<file path="config.mk">
export PLATFORM = sky130hd
export DESIGN_NAME = seq_row_multiplier_ctrl
export DESIGN_NICKNAME = d
export VERILOG_FILES = /design/src/rtl/seq_row_multiplier_ctrl_pkg.sv /design/src/rtl/seq_row_multiplier_ctrl_row.sv /design/src/rtl/seq_row_multiplier_ctrl.sv
export SDC_FILE = /design/constraint.sdc
export NUM_CORES = 1
export LEC_CHECK = 0
export CORE_MARGIN = 3
export CORE_UTILIZATION = 49
export CTS_CLUSTER_DIAMETER = 50
export DETAILED_ROUTE_END_ITERATION = 16
export GPL_ROUTABILITY_DRIVEN = 0
export PLACE_DENSITY = 0.76
export SLEW_MARGIN = 20
export SYNTH_ARGS = -nofsm -noshare
export SYNTH_HDL_FRONTEND = slang
export SYNTH_HIERARCHICAL = 1
export SYNTH_SLANG_ARGS = --single-unit
</file>
<file path="constraint.sdc">
create_clock -name clock -period 2.8 [get_ports clock]
set_clock_uncertainty 0.1 [all_clocks]
set_input_delay 0.42 -clock clock [delete_from_list [all_inputs] [get_ports clock]]
set_output_delay 0.42 -clock clock [all_outputs]
set_load 0.1 [all_outputs]
</file>
<file path="src/rtl/seq_row_multiplier_ctrl_pkg.sv">
`default_nettype none
// ============================================================================
// Module   : seq_mult_pkg (package)
// Purpose  : Shared types and constants for the sequential shift-add
//            multiplier controller: FSM state encoding, default operand
//            widths and the product-width helper.
// Ports    : none (package)
// Revision : 1.0 - initial release
// ============================================================================
package seq_mult_pkg;

    localparam int c_m_width_default = 3;
    localparam int c_q_width_default = 2;

    typedef enum logic [1:0] {
        IDLE = 2'd0,
        RUN  = 2'd1,
        DONE = 2'd2
    } state_t;

    // Unsigned M x Q product never needs more than M+Q bits.
    function automatic int prod_width(input int m_width, input int q_width);
        return m_width + q_width;
    endfunction

endpackage
`default_nettype wire

</file>
<file path="src/rtl/seq_row_multiplier_ctrl_row.sv">
`default_nettype none
// ============================================================================
// Module   : multiplier_row
// Purpose  : One row of remaining-row multiplier cells. Adds (q ? m : 0) to
//            the partial-product vector pp with a ripple carry. Purely
//            combinational.
// Ports    : m    in  M_WIDTH  multiplicand bits (one per cell)
//            q    in  1        current multiplier bit
//            pp   in  M_WIDTH  incoming partial product
//            sum  out M_WIDTH  sum bits
//            cout out 1        carry out of the top cell
// Revision : 1.0 - initial release
// ============================================================================
module multiplier_row
    import seq_mult_pkg::*;
#(
    parameter int M_WIDTH = c_m_width_default
) (
    input  logic [M_WIDTH-1:0] m,
    input  logic               q,
    input  logic [M_WIDTH-1:0] pp,
    output logic [M_WIDTH-1:0] sum,
    output logic               cout
);

    logic [M_WIDTH:0] w_carry;

    assign w_carry[0] = 1'b0;

    generate
        for (genvar i = 0; i < M_WIDTH; i++) begin : g_cell
            logic w_term;
            assign w_term         = m[i] & q;
            assign sum[i]         = w_term ^ pp[i] ^ w_carry[i];
            assign w_carry[i + 1] = (w_term & pp[i]) | (w_carry[i] & (w_term ^ pp[i]));
        end
    endgenerate

    assign cout = w_carry[M_WIDTH];

endmodule
`default_nettype wire

</file>
<file path="src/rtl/seq_row_multiplier_ctrl.sv">
`default_nettype none
// ============================================================================
// Module   : seq_row_multiplier_ctrl
// Purpose  : Sequential shift-add multiplier controller. Reuses a single
//            multiplier_row, consuming one multiplier bit per cycle, and owns
//            the start/ready/done handshake, accumulator and bit counter.
// Ports    : clock   in  1              system clock (rising edge)
//            reset   in  1              asynchronous, active-high reset
//            start   in  1              request, accepted when ready=1
//            m_in    in  M_WIDTH        multiplicand, sampled on accept
//            q_in    in  Q_WIDTH        multiplier, sampled on accept
//            ready   out 1              can accept start
//            busy    out 1              multiplication in progress
//            done    out 1              one-cycle product-valid pulse
//            product out M_WIDTH+Q_WIDTH result, held until next done
// Macro    : SEQ_MULT_BACK_TO_BACK_EN - accept a new start in DONE
// Revision : 1.0 - initial release
// ============================================================================
module seq_row_multiplier_ctrl
    import seq_mult_pkg::*;
#(
    parameter int M_WIDTH = c_m_width_default,
    parameter int Q_WIDTH = c_q_width_default
) (
    input  logic                       clock,
    input  logic                       reset,
    input  logic                       start,
    input  logic [M_WIDTH-1:0]         m_in,
    input  logic [Q_WIDTH-1:0]         q_in,
    output logic                       ready,
    output logic                       busy,
    output logic                       done,
    output logic [M_WIDTH+Q_WIDTH-1:0] product
);

    localparam int c_p_width   = prod_width(M_WIDTH, Q_WIDTH);
    localparam int c_cnt_width = $clog2(Q_WIDTH) + 1;
    localparam logic [c_cnt_width-1:0] c_last_count = c_cnt_width'(Q_WIDTH - 1);

    state_t                 r_state;
    state_t                 w_state_next;
    logic [M_WIDTH-1:0]     r_m;
    logic [Q_WIDTH-1:0]     r_q;
    logic [c_p_width-1:0]   r_acc;
    logic [c_p_width-1:0]   r_product;
    logic [c_cnt_width-1:0] r_count;

    logic                   w_accept;
    logic                   w_last_bit;
    logic [Q_WIDTH-1:0]     w_q_sel;
    logic                   w_q_bit;
    logic [M_WIDTH-1:0]     w_sum;
    logic                   w_cout;
    logic [c_p_width:0]     w_acc_wide;
    logic [c_p_width-1:0]   w_acc_next;
    logic                   w_unused_lsb;

    // ------------------------------------------------------------------
    // Handshake decode
    // ------------------------------------------------------------------
`ifdef SEQ_MULT_BACK_TO_BACK_EN
    assign ready = (r_state == IDLE) || (r_state == DONE);
`else
    assign ready = (r_state == IDLE);
`endif
    assign busy     = (r_state != IDLE);
    assign done     = (r_state == DONE);
    assign product  = r_product;
    assign w_accept = start & ready;

    // ------------------------------------------------------------------
    // Datapath: select current multiplier bit, add into upper acc bits
    // ------------------------------------------------------------------
    // One-hot select avoids a variable part-select wider than the index.
    assign w_q_sel = Q_WIDTH'(1) << r_count;
    assign w_q_bit = |(r_q & w_q_sel);

    multiplier_row #(
        .M_WIDTH (M_WIDTH)
    ) u_row (
        .m    (r_m),
        .q    (w_q_bit),
        .pp   (r_acc[c_p_width-1:Q_WIDTH]),
        .sum  (w_sum),
        .cout (w_cout)
    );

    // Carry becomes the new MSB; everything shifts right by one and the
    // lowest accumulator bit falls off (it was already a settled bit that
    // has moved beyond position 0 of the final product window).
    assign w_acc_wide   = {w_cout, w_sum, r_acc[Q_WIDTH-1:0]};
    assign w_acc_next   = w_acc_wide[c_p_width:1];
    assign w_unused_lsb = w_acc_wide[0];

    assign w_last_bit = (r_state == RUN) && (r_count == c_last_count);

    // ------------------------------------------------------------------
    // FSM
    // ------------------------------------------------------------------
    always_ff @(posedge clock or posedge reset) begin
        if (reset) begin
            r_state <= IDLE;
        end else begin
            r_state <= w_state_next;
        end
    end

    always_comb begin
        w_state_next = r_state;
        case (r_state)
            IDLE:    if (w_accept) w_state_next = RUN;
            RUN:     if (w_last_bit) w_state_next = DONE;
            // w_accept can only be set here with back-to-back enabled.
            DONE:    w_state_next = w_accept ? RUN : IDLE;
            default: w_state_next = IDLE;
        endcase
    end

    // ------------------------------------------------------------------
    // Operand, accumulator, counter and product registers
    // ------------------------------------------------------------------
    always_ff @(posedge clock or posedge reset) begin
        if (reset) begin
            r_m       <= '0;
            r_q       <= '0;
            r_acc     <= '0;
            r_count   <= '0;
            r_product <= '0;
        end else begin
            if (w_accept) begin
                r_m     <= m_in;
                r_q     <= q_in;
                r_acc   <= '0;
                r_count <= '0;
            end else if (r_state == RUN) begin
                r_acc   <= w_acc_next;
                r_count <= r_count + c_cnt_width'(1);
            end
            // Load on the edge that enters DONE so done and the new
            // product appear in the same cycle.
            if (w_last_bit) begin
                r_product <= w_acc_next;
            end
        end
    end

endmodule
`default_nettype wire

</file>
==> results of run 1 <==
## metal layers
layer  share of wire (%)  wire length [um]
met1                  46               620
met2                  48               643
met3                 3.8                51
met4                 1.9                26
met5                   0                 0
## sequential cells by signal, summed over array words and instances (netlist names)
name     cells
product      5
r_acc        4
r_m          3
r_count      2
r_q          2
r_state      2
## per-stage QoR
step,util (%),std cells,area (um^2),hold slack [ns]
3_5_place_dp,62.92,92,980.9,0.3907
6_report,64.37,95,1003,0.4133
3_3_place_gp,62.92,92,980.9,0.3847
4_1_cts,64.37,95,1003,0.4166
5_1_grt,64.37,95,1003,0.4269
2_1_floorplan,-,62,835.8,0.2586
## placed cells by master, fill, tap and decap left out, types with 2 or more instances in the layout
cell type and count:
dfrtp_1 18, mux2_2 11, inv_1 9, buf_4 8
clkdlybuf4s50_1 7, a22o_1 6, ha_1 3, clkbuf_4 3
and2_1 2, fa_1 2
## layout make-up
type,instances,area share (%)
Sequential cell,18,44.89
Multi-Input combinational cell,34,34.54
Timing Repair Buffer,15,12.97
Inverter,9,3.367
Clock buffer,3,2.244
Tap cell,16,1.995
## cells by family (layout without fill, tap and decap cells)
| group | count (synthesis) | in the layout | share of synthesized area (%) |
|---|---|---|---|
| compound gates | 8 | 8 | 7.808 |
| simple gates | 10 | 10 | 9.310 |
| fa+ha+maj | 5 | 5 | 9.310 |
| flops | 18 | 18 | 54.05 |
| buf+inv | 10 | 27 | 4.654 |
| mux | 11 | 11 | 14.87 |
## path summary, 6_finish.rpt
check	start	end	slack, ns
max in group asynchronous	reset	product[0]	1.75
setup / recovery	r_count[0]	product[3]	0.29
setup reg to reg	r_count[0]	product[3]	0.29
hold reg to reg	product[0]	product[0]	0.41
min in group asynchronous	reset	r_q[1]	0.42
hold / removal	product[0]	product[0]	0.41
==> flow_summary.json, run 1 <==
{
  "post-synth-top-count-cell": "dfrtp_1",
  "n_fill_cell": 114,
  "syn-cell-area_um2": 833.3,
  "grt_max_degree": 19,
  "die_x_um": 47.24,
  "coreArea_mm2": 0.001559,
  "wl_per_cell_um": 14.13,
  "die-area_mm2": 0.002232,
  "cts_max_level": 1,
  "maxCapViolCount": 0,
  "clkLatencyLatePin_ns": 0.29,
  "synth_top_area_share_pct": 54.05,
  "initial_core_util_pct": 53.45,
  "grtUsageTotal_pct": 14.03,
  "fp-row-count": 14,
  "cp.depth": 9,
  "postCtsResizedCells": 0,
  "drive_gt1_share_pct": 31.65,
  "worstPathCellList": "ha_1 > a22o_1 > and2_1 > ha_1 > fa_1 > inv_1 > fa_1 > inv_1 > mux2_2",
  "crit_fanout": 3,
  "avgSynthCellArea_um2": 13.44,
  "holdPathStages": 1,
  "cts_tree": "done",
  "setup_tns_ns": 0,
  "holdBufCountCts": 0,
  "path_clk_slew_ns": 0.10,
  "post_cts_buffers": 0,
  "grt_setup_unrepaired": "false",
  "clock-sinks": 18,
  "hold_viol_final": 0,
  "use_met1_pct": 17.92,
  "ys_types": 18,
  "clockBufferDepth": 2,
  "grt_first_pass_wirelength_um": 2104,
  "crit_required_ns": 2.93,
  "cp-start-kind": "flop",
  "max_stage_delay_ns": 0.41,
  "syn_inst": 62,
  "numCtsBuffers": 3,
  "tightestPinTransition_ns": 0.6739,
  "num-nets-final": 94,
  "hold_path.class": "reg2reg",
  "drc": 0,
  "diodes": 0,
  "yosysSeqAreaShare_pct": 54.05,
  "synth_top_cell_by_area": "dfrtp_1",
  "overflow": 0,
  "synth_flop_cell": "dfrtp_1",
  "critPathBufInv": 2,
  "critical-path-top-delay-family": "adder cells",
  "antenna_found_initial": 0,
  "crit_type": "reg2reg",
  "crit_slowest_cell": "dfrtp_1",
  "pre_cts_slack_ns": 0.3165,
  "root_buffer": "clkbuf_4",
  "met3_usage_pct": 2.299,
  "period_share_pct": 89.52,
  "cp-end-kind": "flop",
  "io_buffers": 15,
  "max_freq_ghz": 0.3989,
  "hpwl_um": 1035,
  "dr.pass1.iters": 5,
  "ff_latch_area_um2": 450.4,
  "use_met2_pct": 22.19,
  "vias": 509,
  "r2r_cells": 9,
  "postRouteAntennaNets": 0,
  "area_delta_synth_final_pct": 20.42,
  "syn-num-nets": 75,
  "io_pins": 16,
  "drt_first_iter_violations": 2,
  "routed_wl_um": 1342,
  "status": "finished, final reports clean",
  "maxSlewViolCount": 0,
  "synthTopCellsByArea": "dfrtp_1 (54%), mux2_2 (15%), a22o_1 (6.3%), fa_1 (4.8%), ha_1 (4.5%)",
  "timing.final.crit_period_ns": 2.507,
  "busiest_layer": "met2",
  "fp.dieH_um": 47.24,
  "ys_async_sr_fraction_pct": 100.0,
  "via_per_inst": 5.358,
  "multiInputGateArea_um2": 346.6,
  "ys_warn_count": 6,
  "ys_top_cells_by_count": "dfrtp_1 (18), mux2_2 (11), inv_1 (9)",
  "grt_pass1_vias": 490,
  "synth_edf_count": 0,
  "setup_viol": 0,
  "setup_ws_ns": 0.2934,
  "arrival_ns": 2.64,
  "yosys_register_bits": 18,
  "slew-limit-headroom_pct": 55.02
}
Power of run 1 is not shown: default switching activity piles up to over one toggle a cycle in this logic, so the estimate is an artifact.
==> run 2, diff against run 1 <==
CORE_ASPECT_RATIO = 0.7   (was unset)
CORE_UTILIZATION = 30   (was 49)
CTS_CLUSTER_DIAMETER = 40   (was 50)
DONT_BUFFER_PORTS = 1   (was unset)
PLACE_DENSITY = unset   (was 0.76)
==> run 2 against run 1 <==
Against the previous run: first-iteration DRC count increased to 4.0 times the previous value; worst hold slack worse by 0.35 ns; critical path depth unchanged; sequential share of layout area rose by 2.5 points; worst setup slack better by 0.021 ns; final cell count grew 7.4%; largest cell class unchanged.
==> flow_summary.json, run 2 (synthesized netlist as in run 1, its figures left out) <==
{
  "numCtsBuffers": 3,
  "period_share_pct": 88.78,
  "diodes": 0,
  "drc": 0,
  "post_cts_buffers": 0,
  "largest_reg_flops": 5,
  "grtUsageTotal_pct": 9.584,
  "initial_core_util_pct": 32.65,
  "cts_max_level": 1,
  "die_x_um": 68.99,
  "final_common_cell": "dfrtp_1",
  "clock-sinks": 18,
  "n_fill_cell": 255,
  "maxSlewViolCount": 0,
  "hold_path.class": "in2async",
  "worstPathCellList": "ha_1 > a22o_1 > and2_1 > ha_1 > fa_1 > inv_1 > fa_1 > inv_1 > mux2_2",
  "wl_per_cell_um": 13.98,
  "grt_max_degree": 19,
  "crit_fanout": 3,
  "cp-start-kind": "flop",
  "cp-end-kind": "flop",
  "crit_type": "reg2reg",
  "hold_viol_final": 0,
  "grt_setup_unrepaired": "false",
  "overflow": 0,
  "postCtsResizedCells": 0,
  "status": "finished, final reports clean",
  "final_cell_mix": "dfrtp_1 (18), mux2_2 (11), inv_1 (9), a22o_1 (6), clkbuf_8 (4)",
  "grt_pass1_vias": 507,
  "max_stage_delay_ns": 0.40,
  "hpwl_um": 1057,
  "routed_wl_um": 1426,
  "num-nets-final": 82,
  "critPathBufInv": 2,
  "dr.pass1.iters": 3,
  "clockBufferDepth": 2,
  "r2r_cells": 9,
  "cts_tree": "done",
  "root_buffer": "clkbuf_8",
  "critical-path-top-delay-family": "adder cells",
  "grt_first_pass_wirelength_um": 2311,
  "crit_slowest_cell": "dfrtp_1",
  "path_clk_slew_ns": 0.07,
  "slew-limit-headroom_pct": 39.49,
  "max_freq_ghz": 0.4023,
  "io_buffers": 0,
  "setup_tns_ns": 0,
  "cp.depth": 9,
  "fp-row-count": 15,
  "tightestPinTransition_ns": 0.9076,
  "clkLatencyLatePin_ns": 0.25,
  "fp.dieH_um": 50.10,
  "drt_first_iter_violations": 8,
  "vias": 481,
  "drive_gt1_share_pct": 30.88,
  "antenna_found_initial": 0,
  "coreArea_mm2": 0.002552,
  "crit_required_ns": 2.89,
  "via_per_inst": 4.716,
  "ff_latch_area_um2": 450.4,
  "multiInputGateArea_um2": 346.6,
  "holdBufCountCts": 0,
  "timing.final.crit_period_ns": 2.486,
  "io_pins": 16,
  "maxCapViolCount": 0,
  "postRouteAntennaNets": 0,
  "arrival_ns": 2.58,
  "area_delta_synth_final_pct": 14.11,
  "setup_viol": 0,
  "die-area_mm2": 0.003456
}
[run 2: cell count changes in the layout (fill, tap and decap cells not counted)]
| cell | change |
|---|---|
| clkdlybuf4s50_1 | -7 |
| buf_4 | -5 |
| clkbuf_8 | +4 |
| clkbuf_4 | -3 |
[run 2: final timing paths]
path / start / end / slack [ns]
worst max-delay path: r_count[0] / product[3] / 0.31
worst min-delay path: reset / r_q[0] / 0.06
worst max register to register: r_count[0] / product[3] / 0.31
worst min register to register: r_acc[4] / r_acc[4] / 0.40
max in group asynchronous: reset / r_m[2] / 2.09
min in group clock: start / r_state[0] / 0.21
[run 2: through the flow]
| stage | utilization [%] | cell area [um^2] | worst slack [ns] | cells | hold slack, ns |
|---|---|---|---|---|---|
| 4_1_cts | 37.25 | 950.9 | 0.2974 | 102 | 0.08014 |
| 3_3_place_gp | 35.10 | 895.9 | 0.3580 | 98 | 0.3472 |
| 6_report | 37.25 | 950.9 | 0.3141 | 102 | 0.06165 |
| 5_1_grt | 37.25 | 950.9 | 0.1711 | 102 | 0.1125 |
| 2_1_floorplan | - | 835.8 | 0.2183 | 62 | 0.2586 |
| 3_5_place_dp | 35.10 | 895.9 | 0.3245 | 98 | 0.3652 |
[run 2: area by class of cell]
cell class | count | share of cell area (%)
Multi-Input combinational cell | 34 | 36.45
Timing Repair Buffer | 3 | 2.368
Sequential cell | 18 | 47.37
Tap cell | 34 | 4.474
Inverter | 9 | 3.553
Clock buffer | 4 | 5.789
[run 2: per-layer routing]
layer	wire length (um)	GRT usage, %	vias up	share of wire (%)
met4	8	2.913	0	0.56
met2	553	12.82	15	39
met1	730	12.80	245	51
met5	0	0	-	0
li1	-	-	219	-
met3	133	5.695	2	9.3
Power of run 2 is left out for the same reason.
==> variant, RTL diff (flow settings as in run 2) <==
The option `SEQ_MULT_BACK_TO_BACK_EN` is turned on by a define.
--- a/src/rtl/seq_row_multiplier_ctrl.sv
+++ b/src/rtl/seq_row_multiplier_ctrl.sv
@@ -18,2 +18,4 @@
 // ============================================================================
+`define SEQ_MULT_BACK_TO_BACK_EN
+
 module seq_row_multiplier_ctrl
Function: changed (Yosys sat finds a counterexample within 4 cycles, from zero or initial values and one cycle with reset high).
==> variant against run 2 <==
- worst hold slack got worse by 0.013 ns
- area after synthesis rose by 0.75%
- synthesized cell count rose by 4.8%
- worst setup slack improved by 0.062 ns
- count of clock-buffer cells in the layout fell by 1
- die area rose by 0.68%
- cell area fell by 3.6%
- wire length fell by 12%
- sequential cell count did not move
- critical path type unchanged
Power is left out: the tool's default activity adds up to more than one toggle a clock period on the data nets, which glitch-free logic cannot reach.
==> variant: results <==
set metrics [dict create \
    critPathMaxFanout 3 \
    synthTopCellsByArea "dfrtp_1, mux2_2, a22o_1, fa_1, ha_1" \
    crit_path_end "product[3]$_DFFE_PP0P_" \
    slowest_stage "dfrtp_1" \
    cts_resized 0 \
    status "completed" \
    diodes 0 \
    synth_cell_types 19 \
    vias 454 \
    drt_iter0_drc 9 \
    fill_cells 259 \
    cts_setup_buffers 0 \
    worst_hold_slack_ns 0.0489 \
    async_flop_share_pct 100 \
    yosysWarnings 6 \
    hpwl_um 999 \
    cts-root-buf "clkbuf_8" \
    r2r_cells 9 \
    cts_buffers 3 \
    drt-met1-wl_um 606 \
    io_buffers 0 \
    max_slew_margin_pct 40.5 \
    grt_antenna_before_repair 0 \
    grt_pass1_vias 461 \
    dr_wl_met2_um 521 \
    insertion_delay_ns 0.25 \
    min_path_type "primary input to async pin" \
    synthTopCellsByCount "dfrtp_1, mux2_2, inv_1" \
    r2r_start "r_count[0]$_DFFE_PP0P_" \
    grt_max_degree 19 \
    clkTransAtPathRegs_ns 0.06 \
    routed.top_layer "met4" \
    dpl-instance-area_um2 876 \
    route.met3.wl_um 114 \
    nets 82 \
    finalWorstSetupSlack_ns 0.376 \
    dr.pass1.iters 4 \
    clock_path_buffers 2 \
    critPathLaunchType "flop" \
    largest_reg_flops 5 \
    grt_usage_pct 8.33 \
    synth_nets 78 \
    ys_seq_area_share_pct 53.7 \
    cts.htree.levels 1 \
    cp_slowest_stage_delay_ns 0.40 \
    drive_gt1_share_pct 28.4 \
    grt_pass1_wl_um 2240 \
    routed_wl_um 1250 \
]
==> variant: cell type report <==
class | count | area share (%)
well taps | 34 | 4.64
multi-input cells | 35 | 36.8
repair buffers | 1 | 0.819
clock buffers | 3 | 4.50
flip-flops and latches | 18 | 49.1
inverters | 10 | 4.09
==> variant: kinds of logic (layout without fill, tap and decap cells) <==
group / Yosys count / after routing / share of synthesized area [%]
adder cells (fa/ha/maj): 5 / 5 / 9.24
AND/OR/NAND/NOR: 11 / 11 / 8.05
flip-flops: 18 / 18 / 53.7
AO/OA/AOI/OAI: 7 / 7 / 6.71
buffers and inverters: 12 / 14 / 6.41
multiplexers: 12 / 12 / 15.9
==> variant: per-stage QoR <==
step	cells	util, %
after floorplan	65	-
after detailed placement	98	34.3
after global placement	98	34.3
after global routing	101	35.9
final	101	35.9
after CTS	101	35.9
==> variant: layer usage <==
metal,vias up,global-route usage (%)
met1,222,9.98
li1,218,-
met3,3,5.20
met4,0,1.95
met2,11,12.7
met5,-,0
